==> config.mk <==
export PLATFORM = sky130hd
export DESIGN_NAME = hamming_decoder
export DESIGN_NICKNAME = d
export VERILOG_FILES = /design/src/rtl/hamming_pkg.sv /design/src/rtl/hamming_syndrome.sv /design/src/rtl/hamming_decoder.sv
export SDC_FILE = /design/constraint.sdc
export NUM_CORES = 1
export LEC_CHECK = 0
export CAP_MARGIN = 30
export CORE_ASPECT_RATIO = 0.7
export CORE_UTILIZATION = 45
export DETAILED_ROUTE_END_ITERATION = 7
export DONT_BUFFER_PORTS = 1
export PLACE_DENSITY_LB_ADDON = 0.2
export SKIP_CTS_REPAIR_TIMING = 1
export SLEW_MARGIN = 40
export SYNTH_ARGS = -nofsm -noshare
export SYNTH_HDL_FRONTEND = slang
export SYNTH_SLANG_ARGS = --single-unit
==> constraint.sdc <==
create_clock -name clk -period 3.1 [get_ports clk]
set_input_delay 0.31 -clock clk [delete_from_list [all_inputs] [get_ports clk]]
set_output_delay 0.31 -clock clk [all_outputs]
set_load 0.005 [all_outputs]
==> src/rtl/hamming_pkg.sv <==
// Shared types and helpers for the byte-serial SECDED decoder.
// Holds the FSM encoding, status codes and the codeword data map.
package hamming_pkg;

  typedef enum logic [1:0] {
    S_LSW,
    S_MSW,
    S_DEC,
    S_OUT
  } state_t;

  localparam logic [1:0] ST_CLEAN  = 2'b00;
  localparam logic [1:0] ST_SINGLE = 2'b01;
  localparam logic [1:0] ST_DOUBLE = 2'b10;

  localparam int DATA_BITS = 11;
  localparam int CW_BITS   = 16;

  // Codeword position of data bit i; parity bits sit at 0,1,2,4,8.
  function automatic logic [3:0] data_pos(
    input int i
  );
    logic [3:0] p;
    p = 4'd0;
    unique case (i)
      0:  p = 4'd3;
      1:  p = 4'd5;
      2:  p = 4'd6;
      3:  p = 4'd7;
      4:  p = 4'd9;
      5:  p = 4'd10;
      6:  p = 4'd11;
      7:  p = 4'd12;
      8:  p = 4'd13;
      9:  p = 4'd14;
      10: p = 4'd15;
      default: p = 4'd0;
    endcase
    return p;
  endfunction

  function automatic logic [DATA_BITS-1:0] extract_data(
    input logic [CW_BITS-1:0] cw
  );
    logic [DATA_BITS-1:0] d;
    d = '0;
    for (int i = 0; i < DATA_BITS; i++) begin
      d[i] = cw[data_pos(i)];
    end
    return d;
  endfunction

  function automatic logic [7:0] sat_inc(
    input logic [7:0] v
  );
    return (v == 8'hFF) ? v : v + 8'd1;
  endfunction

endpackage

==> src/rtl/hamming_syndrome.sv <==
// Combinational syndrome and overall-parity generator for a 16-bit
// Hamming codeword; bit 0 only contributes to the parity.
module hamming_syndrome
  import hamming_pkg::*;
(
  input  logic [CW_BITS-1:0] word,
  output logic [3:0]         syndrome,
  output logic               parity
);

  always_comb begin
    syndrome = 4'd0;
    for (int i = 1; i < CW_BITS; i++) begin
      if (word[i]) begin
        syndrome = syndrome ^ 4'(i);
      end
    end
  end

  assign parity = ^word;

endmodule

==> src/rtl/hamming_decoder.sv <==
// Byte-serial SECDED decoder: collects LSW/MSW, corrects single errors,
// flags doubles and keeps saturating error counters.
module hamming_decoder
  import hamming_pkg::*;
(
  input  logic       clk,
  input  logic       reset,
  input  logic       in_valid,
  output logic       in_ready,
  input  logic [7:0] in_byte,
  output logic       out_valid,
  input  logic       out_ready,
  output logic [7:0] out_lsw,
  output logic [7:0] out_msw,
  output logic [1:0] out_status,
  output logic [3:0] out_syndrome,
  output logic [7:0] cnt_single,
  output logic [7:0] cnt_double
);

  state_t state;
  state_t state_nxt;

  logic [CW_BITS-1:0]   cw;
  logic [CW_BITS-1:0]   fixed;
  logic [DATA_BITS-1:0] data;
  logic [3:0]           syn;
  logic                 par;
  logic [1:0]           status;

  hamming_syndrome u_syn (
    .word     (cw),
    .syndrome (syn),
    .parity   (par)
  );

  // Odd parity means one flip; syndrome 0 then points at p0.
  always_comb begin
    fixed  = cw;
    status = ST_CLEAN;
    if (par) begin
      fixed  = cw ^ (16'd1 << syn);
      status = ST_SINGLE;
    end else if (syn != 4'd0) begin
      status = ST_DOUBLE;
    end
    data = extract_data(fixed);
  end

  always_comb begin
    state_nxt = state;
    unique case (state)
      S_LSW: if (in_valid) state_nxt = S_MSW;
      S_MSW: if (in_valid) state_nxt = S_DEC;
      S_DEC: state_nxt = S_OUT;
      S_OUT: if (out_ready) state_nxt = S_LSW;
      default: state_nxt = S_LSW;
    endcase
  end

  assign in_ready  = (state == S_LSW) ||
                     (state == S_MSW);
  assign out_valid = (state == S_OUT);

  always_ff @(posedge clk or posedge reset) begin
    if (reset) begin
      state <= S_LSW;
    end else begin
      state <= state_nxt;
    end
  end

  always_ff @(posedge clk or posedge reset) begin
    if (reset) begin
      cw           <= '0;
      out_lsw      <= '0;
      out_msw      <= '0;
      out_status   <= ST_CLEAN;
      out_syndrome <= '0;
      cnt_single   <= '0;
      cnt_double   <= '0;
    end else begin
      unique case (state)
        S_LSW: if (in_valid) cw[7:0]  <= in_byte;
        S_MSW: if (in_valid) cw[15:8] <= in_byte;
        S_DEC: begin
          out_lsw      <= data[7:0];
          out_msw      <= {status, 3'b000, data[10:8]};
          out_status   <= status;
          out_syndrome <= syn;
          if (status == ST_SINGLE) begin
            cnt_single <= sat_inc(cnt_single);
          end
          if (status == ST_DOUBLE) begin
            cnt_double <= sat_inc(cnt_double);
          end
        end
        default: ;
      endcase
    end
  end

endmodule

==> flow_summary.json <==
{
  "critical_path_arrival_ps": 2680,
  "synth_adder_area_share_pct": 2.67,
  "gpl.final_weighted_congestion": 0.877,
  "worst_hold_path_type": "primary input to async pin",
  "max_slew_margin_pct": 58.6,
  "final.setup_skew_ps": 8.46,
  "timing.final.max_slew_violations": 0,
  "grt_max_degree": 52,
  "cts_buffers": 5,
  "clock-sinks": 51,
  "syn_to_final_growth_pct": 5.70,
  "placementRows": 23,
  "route.detailed.drc": 0,
  "clk_pin_slew_worst_paths_ps": 90,
  "share_of_cells_above_drive_strength_1_pct": 16.3,
  "final_net_count": 276,
  "hold_viol": 51,
  "drt-pass1-iter-count": 4,
  "grt_overflow": 0,
  "synth.ff_latch_count": 51,
  "cell_taking_the_most_area_after_synthesis": "sky130_fd_sc_hd__dfrtp_1",
  "first_iter_violations": 114,
  "most_frequent_standard_cell_in_the_layout_excluding_fill_and_tap_cells": "sky130_fd_sc_hd__dfrtp_1",
  "cts.htree.levels": 2,
  "post_synth.cell_area_avg_um2": 11.0,
  "clock_tree.buffer_depth": 2,
  "crit_fanout": 8,
  "synth_flop_cell": "sky130_fd_sc_hd__dfrtp_1",
  "io_pins": 52,
  "netlist_area_mm2": 0.00281,
  "post_drt_wl_per_cell_um": 16.1,
  "fp.dieH_um": 68.1,
  "routed_via_density": 5.45,
  "synth_area_leaders": "sky130_fd_sc_hd__dfrtp_1 (45%), sky130_fd_sc_hd__xor2_1 (9.0%), sky130_fd_sc_hd__mux2_2 (7.2%)",
  "start_util_pct": 47.9,
  "mostFrequentLayoutCells": "sky130_fd_sc_hd__dfrtp_1 (51), sky130_fd_sc_hd__xor2_1 (29), sky130_fd_sc_hd__nor2_1 (21)",
  "floorplan.die.width_um": 96.5,
  "numPortBuffers": 0,
  "synth-compound-area-share_pct": 7.03,
  "post-route-min-period_ps": 2460,
  "main_combinational_cell_family_by_area_after_synthesis": "XOR/XNOR gates",
  "design.die.area_mm2": 0.00657,
  "worst-endpoint-required_ps": 3330,
  "critPathKind": "register to register",
  "clock_tree_from_tritoncts": "done",
  "max_cap_viol_count": 0,
  "number_of_setup_violations_in_the_final_report": 0,
  "max_freq_mhz": 407,
  "crit_path_end_kind": "register",
  "yosys_warnings": 0,
  "worst_setup_path_start_kind": "register",
  "totalNegativeSetupSlack_ps": 0,
  "worst_slew_pin_slew_ps": 622,
  "critical_path.reg2reg.startpoint": "cw[11]$_DFFE_PP0P_",
  "antenna-diode-count": 0,
  "clock_latency_ps": 300,
  "yosys-mux-area-fraction_pct": 8.10,
  "synth_simple_gate_area_share_pct": 13.7,
  "outcome": "complete, but fails checks",
  "yosys.area_share.xor_xnor_pct": 20.0,
  "dp_hpwl_um": 3970,
  "count_of_nets_left_with_antenna_violations_after_detail_routing": 0,
  "synth.lib_cells_used.distinct": 37,
  "reg2reg_to": "out_lsw[5]$_DFFE_PP0P_",
  "number_of_enable_type_register_cells_in_the_synthesized_netlist": 0,
  "coreArea_mm2": 0.00587,
  "wire_length_of_the_first_global_routing_pass_um": 8460,
  "number_of_global_route_vias_before_repair": 1671,
  "reg2reg_slack_ps": 640,
  "synth-seq-area-share_pct": 45.4,
  "async_flop_share_pct": 100,
  "global_route.usage.total_pct": 17.4,
  "finalHoldWorstSlack_ps": -55.0,
  "violations": "negative hold slack",
  "route.vias.total": 1814,
  "synth_largest_type_area_fraction_pct": 45.4,
  "depth_of_the_most_critical_reg_to_reg_path": 7,
  "antenna_found_initial": 0,
  "layout.filler_cells": 537,
  "postRouteWirelength_um": 5370,
  "rsz0062_at_grt": "no",
  "root_buffer": "sky130_fd_sc_hd__clkbuf_8",
  "timing.final.crit_share_pct": 79.2,
  "postSynthCellCount": 256
}
-- cell families after synthesis --
group,after synthesis
other,1
buffers and inverters,17
xor gates and xnor gates,56
and+or+nand+nor,72
DFF,51
muxes,20
adders and majority gates,6
AOI/OAI and AO/OA,33
-- cell usage after synthesis (3+ instances only) --
library cell,count
sky130_fd_sc_hd__mux2_2,18
sky130_fd_sc_hd__nand2_1,10
sky130_fd_sc_hd__xnor2_2,4
sky130_fd_sc_hd__ha_1,6
sky130_fd_sc_hd__xor2_1,29
sky130_fd_sc_hd__clkbuf_1,5
sky130_fd_sc_hd__nor4b_1,3
sky130_fd_sc_hd__dfrtp_1,51
sky130_fd_sc_hd__o22ai_1,11
sky130_fd_sc_hd__nor2_1,21
sky130_fd_sc_hd__inv_1,6
sky130_fd_sc_hd__nand4_1,3
sky130_fd_sc_hd__xnor2_1,20
sky130_fd_sc_hd__nand3_1,4
sky130_fd_sc_hd__nor3_1,15
sky130_fd_sc_hd__buf_4,5
sky130_fd_sc_hd__and3_1,8
sky130_fd_sc_hd__a21oi_1,16
-- through the flow --
stage               cell area [µm²]  util (%)  std cells  hold WS, ps  setup WS, ps
global route                   2970      50.6        333         11.9           477
CTS                            2970      50.6        333        -8.02           665
global placement               2880      49.1        326          461           733
floorplan                      2820         -        258          461           885
detailed placement             2880      49.1        326          320           681
finish                         2970      50.6        333        -55.0           645
-- worst max path at each step --
stage / start / endpoint / cells after the start / slack (ps)
final: cw[11]$_DFFE_PP0P_ / out_lsw[5]$_DFFE_PP0P_ / 7 / 640
after global routing: cw[11]$_DFFE_PP0P_ / out_lsw[4]$_DFFE_PP0P_ / 7 / 480
after CTS: cw[12]$_DFFE_PP0P_ / cnt_double[1]$_DFFE_PP0P_ / 6 / 660
after detailed placement: cw[12]$_DFFE_PP0P_ / cnt_double[1]$_DFFE_PP0P_ / 6 / 680
after global placement: cw[12]$_DFFE_PP0P_ / cnt_double[1]$_DFFE_PP0P_ / 6 / 730
after floorplan: cw[13]$_DFFE_PP0P_ / cnt_double[1]$_DFFE_PP0P_ / 6 / 890
-- critical path, cell delays in order, from the launching register on --
cell and delay [ps]:
sky130_fd_sc_hd__dfrtp_1 440, sky130_fd_sc_hd__xnor2_1 170, sky130_fd_sc_hd__xnor2_1 520, sky130_fd_sc_hd__buf_4 270, sky130_fd_sc_hd__nor4b_1 500, sky130_fd_sc_hd__o22ai_1 180
sky130_fd_sc_hd__xor2_1 170, sky130_fd_sc_hd__a21oi_1 140
-- sequential cells by signal, summed over array words and instances, names as in the netlist --
name,cells
out_lsw,8
state,2
out_msw,3
cw,16
cnt_double,8
cnt_single,8
out_status,2
out_syndrome,4
-- metal layers --
layer  global-route usage [%]  share of wire [%]  up-vias
met5                        0                  0        -
met4                     4.41               0.54        0
met3                     5.44                7.8        2
met2                     23.5                 41       60
met1                     26.3                 51      865
li1                         -                  -      887
-- final cells by class --
type / instances / area (µm²) / share of cell area (%)
clock buffers: 6 / 82.6 / 2.78
clock inverters: 1 / 5.00 / 0.168
inverters: 6 / 25.0 / 0.842
multi-input cells: 190 / 1460 / 49.1
flip-flops and latches: 51 / 1280 / 43.0
well taps: 75 / 93.8 / 3.16
repair buffers: 4 / 30.0 / 1.01
Power is not shown: default switching activity piles up to over one toggle a cycle in this logic, so the estimate is an artifact.
